$ cat config.mk
export PLATFORM = sky130hd
export DESIGN_NAME = instr_mem_sync
export DESIGN_NICKNAME = d
export VERILOG_FILES = /design/src/rtl/instr_mem_sync.sv
export SDC_FILE = /design/constraint.sdc
export NUM_CORES = 2
export LEC_CHECK = 0
export BUFFER_PORTS_ARGS = -buffer_cell sky130_fd_sc_hd__buf_4
export CORE_UTILIZATION = 33
export DETAILED_ROUTE_END_ITERATION = 8
export PLACE_DENSITY = 0.55
export REMOVE_ABC_BUFFERS = 1
export SLEW_MARGIN = 15
export SYNTH_ARGS = -nofsm -noshare
export SYNTH_HDL_FRONTEND = slang
export SYNTH_SLANG_ARGS = --single-unit
$ cat constraint.sdc
create_clock -name clk -period 15.2 [get_ports clk]
set_input_delay 0.76 -clock clk [delete_from_list [all_inputs] [get_ports clk]]
set_output_delay 0.76 -clock clk [all_outputs]
set_load 0.02 [all_outputs]
$ cat src/rtl/instr_mem_sync.sv
// Loadable synchronous instruction memory with a post-reset NOP clear sweep.
// Optional feature macro: INSTR_MEM_PARITY_EN (per-word even parity and inject_flip task).
module instr_mem_sync #(
  parameter int                     DEPTH       = 256,
  parameter int                     INSTR_WIDTH = 9,
  parameter int                     ADDR_WIDTH  = $clog2(DEPTH) + 1,
  parameter logic [INSTR_WIDTH-1:0] NOP_WORD    = 'b001000110
) (
  input  logic                   clk,
  input  logic                   reset,
  output logic                   ready,
  input  logic                   load_en,
  input  logic [ADDR_WIDTH-1:0]  load_addr,
  input  logic [INSTR_WIDTH-1:0] load_data,
  output logic                   load_err,
  input  logic                   fetch_req,
  input  logic [ADDR_WIDTH-1:0]  fetch_addr,
  input  logic                   fetch_stall,
  output logic [INSTR_WIDTH-1:0] instr_out,
  output logic                   instr_valid,
  output logic                   addr_fault,
  output logic                   parity_err
);

  localparam int IDX_W = (DEPTH > 1) ? $clog2(DEPTH) : 1;
`ifdef INSTR_MEM_PARITY_EN
  localparam int MW = INSTR_WIDTH + 1;
`else
  localparam int MW = INSTR_WIDTH;
`endif
  localparam logic [ADDR_WIDTH-1:0] DEPTH_A  = ADDR_WIDTH'(DEPTH);
  localparam logic [IDX_W-1:0]      LAST_IDX = IDX_W'(DEPTH - 1);

  typedef enum logic {S_CLEAR, S_RUN} state_e;

  state_e                 state_q, state_d;
  logic [IDX_W-1:0]       cnt_q, cnt_d;
  logic [MW-1:0]          mem [DEPTH];
  logic                   mem_we;
  logic [IDX_W-1:0]       mem_waddr;
  logic [MW-1:0]          mem_wdata;

  logic [INSTR_WIDTH-1:0] instr_q;
  logic                   valid_q;
  logic                   fault_q;
  logic                   load_err_q;

  logic                   run;
  logic                   load_in_range;
  logic                   load_ok;
  logic                   load_rej;
  logic                   fetch_in_range;
  logic [IDX_W-1:0]       fetch_idx;

  // Stored word carries its even-parity bit in the MSB when parity is enabled.
  function automatic logic [MW-1:0] encode(input logic [INSTR_WIDTH-1:0] data);
`ifdef INSTR_MEM_PARITY_EN
    return {^data, data};
`else
    return data;
`endif
  endfunction

  assign run            = (state_q == S_RUN);
  assign load_in_range  = (load_addr < DEPTH_A);
  assign load_ok        = run && load_en && load_in_range;
  assign load_rej       = load_en && (!run || !load_in_range);
  assign fetch_in_range = (fetch_addr < DEPTH_A);
  assign fetch_idx      = fetch_addr[IDX_W-1:0];

  always_ff @(posedge clk) begin
    if (reset) begin
      state_q <= S_CLEAR;
      cnt_q   <= '0;
    end else begin
      state_q <= state_d;
      cnt_q   <= cnt_d;
    end
  end

  always_comb begin
    state_d   = state_q;
    cnt_d     = cnt_q;
    mem_we    = 1'b0;
    mem_waddr = cnt_q;
    mem_wdata = encode(NOP_WORD);
    case (state_q)
      S_CLEAR: begin
        mem_we = 1'b1;
        cnt_d  = cnt_q + 1'b1;
        if (cnt_q == LAST_IDX) state_d = S_RUN;
      end
      S_RUN: begin
        if (load_ok) begin
          mem_we    = 1'b1;
          mem_waddr = load_addr[IDX_W-1:0];
          mem_wdata = encode(load_data);
        end
      end
      default: state_d = S_CLEAR;
    endcase
  end

  // Write port; reset suppresses any write in the same cycle.
  always_ff @(posedge clk) begin
    if (mem_we && !reset) mem[mem_waddr] <= mem_wdata;
  end

`ifdef INSTR_MEM_PARITY_EN
  logic perr_q;

  task automatic inject_flip(input int unsigned addr, input int unsigned bit_idx);
    mem[addr][bit_idx] <= ~mem[addr][bit_idx];
  endtask
`endif

  // Read port; the old word is read even when a load hits the same address.
  always_ff @(posedge clk) begin
    if (reset) begin
      instr_q    <= '0;
      valid_q    <= 1'b0;
      fault_q    <= 1'b0;
      load_err_q <= 1'b0;
`ifdef INSTR_MEM_PARITY_EN
      perr_q     <= 1'b0;
`endif
    end else begin
      load_err_q <= load_rej;
      if (run) begin
        if (!fetch_stall) begin
          if (fetch_req) begin
            valid_q <= 1'b1;
            if (fetch_in_range) begin
              instr_q <= mem[fetch_idx][INSTR_WIDTH-1:0];
              fault_q <= 1'b0;
`ifdef INSTR_MEM_PARITY_EN
              perr_q  <= ^mem[fetch_idx];
`endif
            end else begin
              instr_q <= NOP_WORD;
              fault_q <= 1'b1;
`ifdef INSTR_MEM_PARITY_EN
              perr_q  <= 1'b0;
`endif
            end
          end else begin
            valid_q <= 1'b0;
            fault_q <= 1'b0;
`ifdef INSTR_MEM_PARITY_EN
            perr_q  <= 1'b0;
`endif
          end
        end
      end else begin
        valid_q <= 1'b0;
      end
    end
  end

  assign ready       = run;
  assign instr_out   = instr_q;
  assign instr_valid = valid_q;
  assign addr_fault  = fault_q;
  assign load_err    = load_err_q;
`ifdef INSTR_MEM_PARITY_EN
  assign parity_err  = perr_q;
`else
  assign parity_err  = 1'b0;
`endif

endmodule

# Word-level counts from Yosys, hierarchy flattened
# Memory sizes are Yosys's and may differ from the RTL's.
# Cells that the tools add are included.
[word_totals]
reg_bits = 21
ramBits = 2304
in_bits = 32
n_memories = 1
[classes]
n_addsub = 1
order_cmp = 2
eq_ne = 1
muxes = 14
n_bitwise = 2
reduce_logical = 11
[memory_table]
columns = ["name", "depth", "word_bits", "rd", "rd_ports_with_merged_regs", "wr", "line_no", "rtl"]
rows = [
  ["mem", 256, 9, 1, 0, 1, "38", "logic [MW-1:0] mem [DEPTH];"],
]
[op_table]
columns = ["operator", "n"]
rows = [
  ["two-way mux 9 bit", 3],
  ["less-than comparator 9 bit, second input constant", 2],
  ["two-way mux 8 bit", 2],
  ["adder 8 x 1 -> 8 bit, second input constant", 1],
  ["== test 8 bit, second input constant", 1],
  ["two-way mux 1 bit", 8],
  ["logical AND 1 bit", 4],
  ["logical NOT 1 bit", 3],
  ["AND reduction 3 bit", 1],
  ["inverter 1 bit", 2],
  ["case mux 1 bit (2 select lines)", 1],
  ["AND reduction 2 bit", 1],
  ["OR reduction 2 bit", 1],
  ["logical OR 1 bit", 1],
]

# Logic depth before layout (Yosys ltp)
[depth]
word_depth = 7
mapped_depth = 13
mapped_depth_nobuf = 7

# Worst setup path before layout
# OpenSTA, ideal clock, no wires.
[synth_timing]
kind = "in2reg"
from = "input port load_addr[8]"
to = "memory mem[0][1] (netlist bit), data pin"
setup_ps = 904
arrival_time_ps = 4645
t_required_ps = 14296
path_slack_ps = 9651
cell_stages = 4
n_path_buf = 1
path_cell_list = "and2b_1 and2_0 clkbuf_1 nand2b_1"
[synth_between]
elab_chain_cells = 4
[synth_lines]
columns = ["item", "line_no", "rtl"]
rows = [
  ["start, declared", "13", "input logic [ADDR_WIDTH-1:0] load_addr,"],
  ["less-than comparator 9 bit", "65", "assign load_in_range = (load_addr < DEPTH_A);"],
  ["logical AND 1 bit", "66", "assign load_ok = run && load_en && load_in_range;"],
  ["two-way mux 9 bit", "94", "if (load_ok) begin"],
  ["two-way mux 9 bit", "87", "case (state_q)"],
  ["net mem_wdata[1]", "41", "logic [MW-1:0] mem_wdata;"],
  ["end, declared", "38", ""],
]
# The timed path passes the listed nets, and every way through them passes these cells.

# Worst setup path after layout
[layout_timing]
from = "input port fetch_addr[0]"
to = "register instr_q[6] (netlist: instr_out[6])"
[layout_between]
elab_chain_cells = 2
word_cells_on_any_way = 3
[layout_lines]
columns = ["item", "line_no", "rtl"]
rows = [
  ["start, declared", "17", "input logic [ADDR_WIDTH-1:0] fetch_addr,"],
  ["memory (256 x 9 bit) or less-than comparator 9 bit (tied branches)", "n/a", ""],
  ["two-way mux 9 bit (*)", "133", "if (fetch_in_range) begin"],
  ["end signal, assigned", "134", "instr_q <= mem[fetch_idx][INSTR_WIDTH-1:0];"],
  ["end, declared", "43", "logic [INSTR_WIDTH-1:0] instr_q;"],
]
# Mark *: on every way between the ends. The rest lies on a longest branch, timed or not.
# A chain may end at the register's enable or synchronous reset.

==> results.cfg <==
[placed_design]
place_ws_ns = 9.35
dpl-instance-area_mm2 = 0.0952
numPlacedInstances = 7922
place_congestion = 0.882
io_buffers = 44
place.detailed.hpwl_mm = 170

[logic_synthesis]
netlist.top_cell.by_area = edfxtp_1
syn_area_per_cell_um2 = 20.6
async_reset_ff_share_pct = 0
synth_most_common_cell = edfxtp_1
seq_area_frac_synth_pct = 76.6
yosysWarnings = 0
synth-edff-count = 2304
synthCells = 4410
netlist_area_mm2 = 0.0908
netlist_top_cells_area = edfxtp_1, mux4_2, mux2i_1
yosys-top-cells-count = edfxtp_1, mux4_2, nor2_1
synth_seq_cells = 2325
synth_top_area_share_pct = 76.2
ys_types = 76
synth-main-ff-cell = edfxtp_1

[worst_setup_path]
critical_path_arrival_ns = 5.71
max_stage_delay_ns = 0.98
start_kind = primary input
startpoint = fetch_addr[0]
worst-path-buf-inv = 4
r2r_slack_ns = 10.73
crit_type = primary input to flip-flop
end_kind = flip-flop
critPathMaxFanout = 56
cpMostUsedCell = buf_4
path_cells = buf_8 > buf_4 > buf_4 > buf_4 > mux4_2 > o22ai_1 > nor3_1 > nor4_1 > a211o_1 > a211oi_2
cp_slowest_cell = nor4_1
cp-endpoint = instr_out[6]$_SDFFE_PP0P_
r2r_cells = 6
timing.rr.start = ready$_SDFF_PP0_
rr_endpoint = mem[194][4]$_DFFE_PP_
worstPathRequired_ns = 15.97
worstSetupPathDepth = 10
critical-path-top-delay-family = buffers and inverters

[global_routing]
grt_pass1_vias = 46200
grt_max_degree = 201
grt_pass1_wl_mm = 379
gr-total-overflow = 0
grt_usage_pct = 19.5
antenna_found_initial = 16

[timing]
setup_viol = 0
skew_ns = 0.0477
period_share_pct = 32.5
holdWs_ns = 0.186
rsz0062_at_grt = false
fin_tns_setup_ns = 0
slew_headroom_pct = 10.0
finalHoldViolations = 0
setup_ws_ns = 10.26
fmax_mhz = 202
worst_pin_slew_ns = 1.34
maxSlewViolCount = 0
fin_crit_ns = 4.94

[clock_tree]
cts_buffers = 229
cts_resized = 0
h-tree-depth = 4
cts_root_buf = clkbuf_16
clockBufferDepth = 3
insertion_delay_ns = 0.89
cts.sinks = 2325
clkTransAtPathRegs_ns = 0.06
post_cts_buffers = 0
cts_hold_buf = 0
cts_tree = built

[route]
drc = 0
vias_per_cell = 5.62
wl_mm = 273
vias = 46900
first_iter_violations = 6128
post_drt_wl_per_cell_um = 32.7
detail-route-antenna-nets = 0
first_pass_iters = 5

[power_and_ir_drop]
power_mw = 12.8
power_leakage_nw = 35.9
power.density_mw_per_mm2 = 125
ir_worst_vdd_mv = 0.120

[worst_hold_path]
hold_depth = 3
hp-class = primary input to flip-flop

[floorplanning]
dieArea_mm2 = 0.277
core-area_mm2 = 0.274
rows = 192
dieHeight_um = 527
start_util_pct = 33.2
ios = 46
die_w_um = 527

[finish]
nNetsFinal = 4598
drive_above_1_share_pct = 21.9
layout.cells.non_filler = 8351
postLayoutCellArea_mm2 = 0.102
fin_util_pct = 37.4
area_growth_pct = 12.7

[status]
status = finished clean

[run]
drv_cap = 0
[placed cells by master (no fill, tap or decap), drive strengths merged, types with 4 or more instances in the layout]
cell	count
a221oi	10
bufinv	8
o31ai	11
a311oi	12
a21oi	57
xor2	6
a22o	7
or4	4
edfxtp	2304
and2	15
a31oi	15
nor2	311
a211o	4
clkbuf	292
nand4	14
nor3	56
or2	6
and3	12
mux2	11
or3	7
buf	184
diode	8
a22oi	91
a211oi	27
nand2b	17
o22ai	86
o21ai	32
o2111ai	6
mux2i	227
inv	16
o221ai	27
nand3	54
mux4	489
o211ai	6
clkinv	109
nor4	16
nand3b	16
nand2	109
nor2b	22
dfxtp	21
[cell type report]
class | instances | area, µm²
multi-input cells | 1817 | 19600
flip-flops and latches | 2325 | 69600
well taps | 3589 | 4490
clock inverters | 128 | 1040
inverters | 8 | 31.3
diodes | 8 | 20.0
repair buffers | 184 | 1530
clock buffers | 292 | 6000
fillers | 24700 | 171000
[worst min path at each step]
stage | start | end | slack [ns]
final | fetch_req | addr_fault$_SDFFE_PP0P_ | 0.19
after global routing | load_en | load_err$_SDFF_PP0_ | 0.18
after CTS | fetch_req | addr_fault$_SDFFE_PP0P_ | 0.14
after detailed placement | instr_out[3]$_SDFFE_PP0P_ | instr_out[3]$_SDFFE_PP0P_ | 0.49
after global placement | addr_fault$_SDFFE_PP0P_ | addr_fault$_SDFFE_PP0P_ | 0.46
after floorplan | cnt_q[7]$_SDFFE_PP0N_ | ready$_SDFF_PP0_ | 0.50
[kinds of logic (layout without fill, tap and decap cells)]
family / Yosys count / in the layout / synth area share (%)
compound gates: 416 / 416 / 3.24
xor+xnor: 7 / 7 / 0.0675
fa+ha+maj: 1 / 1 / 0.0138
buf+inv: 268 / 612 / 1.95
flops: 2325 / 2325 / 76.6
mux: 727 / 727 / 14.8
other cells: 1 / 9 / 0.00413
simple gates: 665 / 665 / 3.32
[where the power goes]
group          internal, mW  total, mW  switching, mW  leakage, nW
sequential             6.94       6.94        0.00194         25.5
combinational         0.155      0.484          0.329         6.96
clock                  2.93       5.41           2.47         3.44
total                  10.0       12.8           2.80         35.9
[metal layers]
layer / vias up / share of wire [%] / track usage [%]
li1: 18700 / - / -
met5: - / 0.0099 / 0
met4: 4 / 3.8 / 7.09
met1: 25400 / 41 / 27.1
met2: 2365 / 46 / 30.2
met3: 411 / 8.9 / 3.94
[state kept, by name, indices dropped and copies added (netlist names)]
signal	count
load_err	1
cnt_q	8
ready	1
mem	2304
instr_out	9
instr_valid	1
addr_fault	1
[tightest hold or removal path, stage by stage]
cell      delay [ns]
buf_4           0.12
nand4b_1        0.08
a21oi_1         0.06
Power figures use the tool's default switching activity.
